$ cat config.mk
export PLATFORM = sky130hd
export DESIGN_NAME = ro_freq_meter
export DESIGN_NICKNAME = d
export VERILOG_FILES = /design/src/rtl/ro_freq_meter.sv
export SDC_FILE = /design/constraint.sdc
export NUM_CORES = 1
export LEC_CHECK = 0
export ABC_AREA = 1
export CAP_MARGIN = 5
export CORE_UTILIZATION = 40
export CTS_CLUSTER_DIAMETER = 100
export DETAILED_ROUTE_END_ITERATION = 8
export SETUP_SLACK_MARGIN = 0.15
export SLEW_MARGIN = 20
export SYNTH_ARGS = -nofsm -noshare
export SYNTH_HDL_FRONTEND = slang
export SYNTH_SLANG_ARGS = --single-unit
export TNS_END_PERCENT = 100
$ cat constraint.sdc
create_clock -name clk -period 3.3 [get_ports clk]
set_clock_uncertainty 0.2 [all_clocks]
set_input_delay 0.33 -clock clk [delete_from_list [all_inputs] [get_ports clk]]
set_output_delay 0.33 -clock clk [all_outputs]
set_load 0.05 [all_outputs]
$ cat src/rtl/ro_freq_meter.sv
// ro_freq_meter: gated edge counter that measures a ring-oscillator divider tap
// against the system clock. Each window counts rising edges of osc_in over
// GATE_CYCLES clk cycles and latches the result for readout.
//
// Ports:
//   clk        in   system clock, rising edge; only clock in the block
//   rst        in   asynchronous, active-high reset
//   osc_in     in   divided oscillator tap, asynchronous to clk
//   start      in   single-shot request, sampled on clk (ignored while busy)
//   continuous in   1 = re-arm automatically after each window
//   count      out  edge count of the last completed window
//   valid      out  count holds a completed result (sticky until reset)
//   busy       out  window in progress
//   overflow   out  last completed window saturated the counter
module ro_freq_meter #(
    parameter int unsigned GATE_CYCLES = 1024,
    parameter int unsigned CNT_W       = 16
) (
    input  logic             clk,
    input  logic             rst,
    input  logic             osc_in,
    input  logic             start,
    input  logic             continuous,
    output logic [CNT_W-1:0] count,
    output logic             valid,
    output logic             busy,
    output logic             overflow
);

    localparam int unsigned GATE_W = (GATE_CYCLES > 1) ? $clog2(GATE_CYCLES) : 1;
    localparam logic [GATE_W-1:0] GATE_LOAD = GATE_W'(GATE_CYCLES - 1);
    localparam logic [CNT_W-1:0]  ACC_MAX   = {CNT_W{1'b1}};

    typedef enum logic [0:0] {
        StIdle,
        StMeasure
    } state_e;

    state_e              state_q, state_d;
    logic [GATE_W-1:0]   gate_q, gate_d;
    logic [CNT_W-1:0]    acc_q, acc_d;
    logic                sat_q, sat_d;
    logic [CNT_W-1:0]    count_q, count_d;
    logic                valid_q, valid_d;
    logic                ovf_q, ovf_d;

    logic                sync1_q, sync2_q, sync3_q;
    logic                edge_pulse;
    logic [CNT_W-1:0]    acc_inc;
    logic                sat_inc;

    // Two-flop synchronizer plus one delay stage for rising-edge detection.
    always_ff @(posedge clk or posedge rst) begin
        if (rst) begin
            sync1_q <= 1'b0;
            sync2_q <= 1'b0;
            sync3_q <= 1'b0;
        end else begin
            sync1_q <= osc_in;
            sync2_q <= sync1_q;
            sync3_q <= sync2_q;
        end
    end

    assign edge_pulse = sync2_q & ~sync3_q;

    // Saturating increment; reaching all-ones marks the window as saturated.
    always_comb begin
        acc_inc = acc_q;
        if (edge_pulse && (acc_q != ACC_MAX)) begin
            acc_inc = acc_q + CNT_W'(1);
        end
        sat_inc = sat_q | (acc_inc == ACC_MAX);
    end

    always_comb begin
        state_d = state_q;
        gate_d  = gate_q;
        acc_d   = acc_q;
        sat_d   = sat_q;
        count_d = count_q;
        valid_d = valid_q;
        ovf_d   = ovf_q;

        unique case (state_q)
            StIdle: begin
                if (start || continuous) begin
                    state_d = StMeasure;
                    gate_d  = GATE_LOAD;
                    acc_d   = '0;
                    sat_d   = 1'b0;
                end
            end
            StMeasure: begin
                if (gate_q == '0) begin
                    // Last window cycle: publish including this cycle's edge.
                    count_d = acc_inc;
                    ovf_d   = sat_inc;
                    valid_d = 1'b1;
                    if (continuous) begin
                        // Back-to-back re-arm, no dead cycle between windows.
                        gate_d = GATE_LOAD;
                        acc_d  = '0;
                        sat_d  = 1'b0;
                    end else begin
                        state_d = StIdle;
                    end
                end else begin
                    gate_d = gate_q - GATE_W'(1);
                    acc_d  = acc_inc;
                    sat_d  = sat_inc;
                end
            end
        endcase
    end

    always_ff @(posedge clk or posedge rst) begin
        if (rst) begin
            state_q <= StIdle;
            gate_q  <= '0;
            acc_q   <= '0;
            sat_q   <= 1'b0;
            count_q <= '0;
            valid_q <= 1'b0;
            ovf_q   <= 1'b0;
        end else begin
            state_q <= state_d;
            gate_q  <= gate_d;
            acc_q   <= acc_d;
            sat_q   <= sat_d;
            count_q <= count_d;
            valid_q <= valid_d;
            ovf_q   <= ovf_d;
        end
    end

    assign count    = count_q;
    assign valid    = valid_q;
    assign overflow = ovf_q;
    assign busy     = (state_q == StMeasure);

endmodule

==> metrics.md <==
| Metric | Value |
|---|---|
| GRT overflow | `0` |
| GRT Util Overall | `0.197` |
| Reg-to-Reg End | `gate_q[7]$_DFFE_PP0P_` |
| Post-route minimum period | `2.65 ns` |
| Worst EP required | `3.29 ns` |
| Design area | `2980 sq um` |
| Initial DRC Count | `181` |
| Hold WS | `0.157 ns` |
| Worst Tran Pin Value | `0.854 ns` |
| Diodes inserted | `0` |
| FILL cells | `626` |
| Dpl cells | `438` |
| Initial Util | `0.412` |
| Final Slew Violations | `0` |
| Clk slew on worst S/H paths | `0.09 ns` |
| Root Buffer | `clkbuf_8` |
| Io pins | `24` |
| Setup Buffers After CTS | `0` |
| WL final | `5990 um` |
| Tcrit/Tclk final | `0.804` |
| Deepest clock path buffer count | `2` |
| Row cnt | `29` |
| Critical path endpoint | `gate_q[7]$_DFFE_PP0P_` |
| CTS buffer count | `5` |
| P&R area growth vs syn | `14.4%` |
| Cts repair resizes | `0` |
| H-tree levels | `2` |
| Setup CP Type | `reg2reg` |
| Initial antenna violation count | `0` |
| Max-slew headroom | `0.430` |
| Syn nets | `352` |
| Max capacitance violation total | `0` |
| Post-DP HPWL | `4340 um` |
| Simple-gate share of the synthesized area | `0.319` |
| First drt pass iteration count | `4` |
| Vias in the first global route | `2095` |
| Final Util | `0.471` |
| Worst-Skew Late Latency | `0.31 ns` |
| Die H | `82.6 um` |
| Compound-Gate Fraction of Synth Area | `0.116` |
| Seq cells post-synth | `49` |
| Setup TNS | `0 ns` |
| PortBufs | `23` |
| HP Class | `reg2reg` |
| Cell count after synthesis | `345` |
| Fin nets | `375` |
| Core area | `6310 sq um` |
| Post-synthesis sequential area ratio | `0.472` |
| First-pass GRT wire length | `10100 um` |
| Placed cell areas | `2890 sq um` |
| P_leak | `0.00150 uW` |
| Post-Synth XOR/XNOR Area | `0.0101` |
| Final estimated routing congestion in global placement | `0.873` |
| Fraction of layout cells with a size suffix above 1 | `0.0705` |
| CTS tree | `built` |
| F_max | `377 MHz` |
| Mux cell area share after synthesis | `0` |
| RSZ-0062 raised after global routing | `no` |
| CTS sink count | `49` |
| Worst EP arrival | `2.65 ns` |
| Avg WL per Cell | `13.4 um` |
| Avg Cell Area, Syn | `7.54 sq um` |
| Worst reg2reg startpoint | `gate_q[0]$_DFFE_PP0P_` |
| DR vias/cell | `5.02` |
| Status | `finished, final reports clean` |
| Syn. warnings | `0` |
| Cell variety after synth | `28` |
| Pwr per Cell Area | `729 nW/um^2` |
| Post-Layout Cell Count | `446` |
| Die Area | `6830 sq um` |
| Hold Vio Cnt, Final | `0` |
| R2R cell count | `14` |
| Worst-path fanout max | `22` |
| Crit end category | `register` |
| DRC Markers | `0` |
| Vias post-DR | `2239` |
| Critical path launch point type | `register` |
| Worst vdd ir | `0.268 mV` |
| Adder-Cell Fraction of Synth Area | `0.00962` |
| Main combinational cell family by area after synthesis | `simple AND/OR/NAND/NOR gates` |
| Antenna Nets Post-Route | `0` |
| Die W | `82.6 um` |
| Final setup viols | `0` |
| Synth Cell Area | `2600 sq um` |
| Pin count of the biggest net entering global routing | `50` |
| CP startpoint | `gate_q[0]$_DFFE_PP0P_` |
| Hold-fix buffers, CTS | `0` |
| Worst R2R Setup Slack | `0.65 ns` |
-- Yosys cell counts --
| cell | instances | area share |
|---|---|---|
| xor2_1 | 2 | 0.0067 |
| nor2_2 | 5 | 0.012 |
| o21ai_4 | 1 | 0.0063 |
| nor3_1 | 2 | 0.0039 |
| nand2_2 | 2 | 0.0048 |
| nor2_4 | 2 | 0.0087 |
| inv_2 | 3 | 0.0043 |
| o22ai_1 | 17 | 0.041 |
| nand2_4 | 1 | 0.0043 |
| o21ai_0 | 28 | 0.054 |
| dfrtp_1 | 49 | 0.47 |
| nor2_8 | 1 | 0.0077 |
| or2_2 | 1 | 0.0024 |
| xnor2_1 | 1 | 0.0034 |
| nand3_1 | 17 | 0.033 |
| a31oi_1 | 1 | 0.0024 |
| o31ai_1 | 1 | 0.0029 |
| ha_1 | 2 | 0.0096 |
| buf_6 | 2 | 0.0087 |
| buf_2 | 1 | 0.0019 |
| nor2_1 | 32 | 0.046 |
| nand3b_1 | 2 | 0.0058 |
| nand2_1 | 119 | 0.17 |
| clkbuf_1 | 5 | 0.0072 |
| inv_1 | 36 | 0.052 |
| nand4_1 | 6 | 0.014 |
| nor3_2 | 1 | 0.0039 |
| a21oi_1 | 5 | 0.0096 |
-- metal layers --
metal,global-route usage,up-vias,routed length [um]
li1,-,1153,-
met1,0.270,1041,2960
met2,0.320,39,2810
met3,0.0363,6,167
met4,0.0500,0,48
met5,0,-,0
-- area by class of cell --
type	instances	area, sq um	area share
Sequential cell	49	1230	0.412
Multi-Input combinational cell	249	1180	0.397
Timing Repair Buffer	24	238	0.0799
Inverter	39	148	0.0496
Tap cell	77	96.3	0.0324
Clock buffer	6	72.6	0.0244
Clock inverter	2	13.8	0.00463
-- metrics by stage --
stage,setup slack (ns),power (uW)
global route,0.404,2350
detailed placement,0.658,1800
CTS,0.637,2170
floorplan,1.22,1580
global placement,0.652,1800
finish,0.647,2170
-- worst min-delay path by stage --
| stage | to | startpoint | depth (start not counted) |
|---|---|---|---|
| 2_1_floorplan | sync2_q$_DFF_PP0_ | sync1_q$_DFF_PP0_ | 0 |
| 6_report | sync2_q$_DFF_PP0_ | sync1_q$_DFF_PP0_ | 0 |
| 3_5_place_dp | sync2_q$_DFF_PP0_ | sync1_q$_DFF_PP0_ | 0 |
| 5_1_grt | sync2_q$_DFF_PP0_ | sync1_q$_DFF_PP0_ | 0 |
| 4_1_cts | sync2_q$_DFF_PP0_ | sync1_q$_DFF_PP0_ | 0 |
| 3_3_place_gp | sync2_q$_DFF_PP0_ | sync1_q$_DFF_PP0_ | 0 |
-- worst max-delay path, cell delays in order, from the launching register on --
cell and delay (ns):
dfrtp_1 0.37, inv_1 0.06, ha_1 0.21, nand2_1 0.10
nor2_2 0.05, nand2_1 0.11, nor2_2 0.05, nand2_1 0.09
nand2_2 0.29, inv_2 0.23, nor2_4 0.07, inv_2 0.31
nand3_1 0.14, o21ai_0 0.16, o21ai_0 0.09
-- power by group --
part	internal, uW	switching (uW)
registers	747	151
clock network	152	218
logic	310	590
-- cell usage in the layout, fill, tap and decap left out, drive strengths merged --
cell and instances:
clkinv 2, or2 1, nor3 3, a21oi 5, nand2 122, a31oi 1, xor2 2, o21ai 29
clkbuf 6, nor2 40, inv 39, clkdlybuf4s50 23, buf 1, dfrtp 49, nand4 6, o31ai 1
ha 2, xnor2 1, o22ai 17, nand3 17, nand3b 2
-- logic make-up after synthesis --
family | Yosys count
AO/OA/AOI/OAI | 53
XOR/XNOR | 3
adder cells (fa/ha/maj) | 2
buffers and inverters | 47
flip-flops | 49
AND/OR/NAND/NOR | 191
Power figures use the tool's default switching activity.
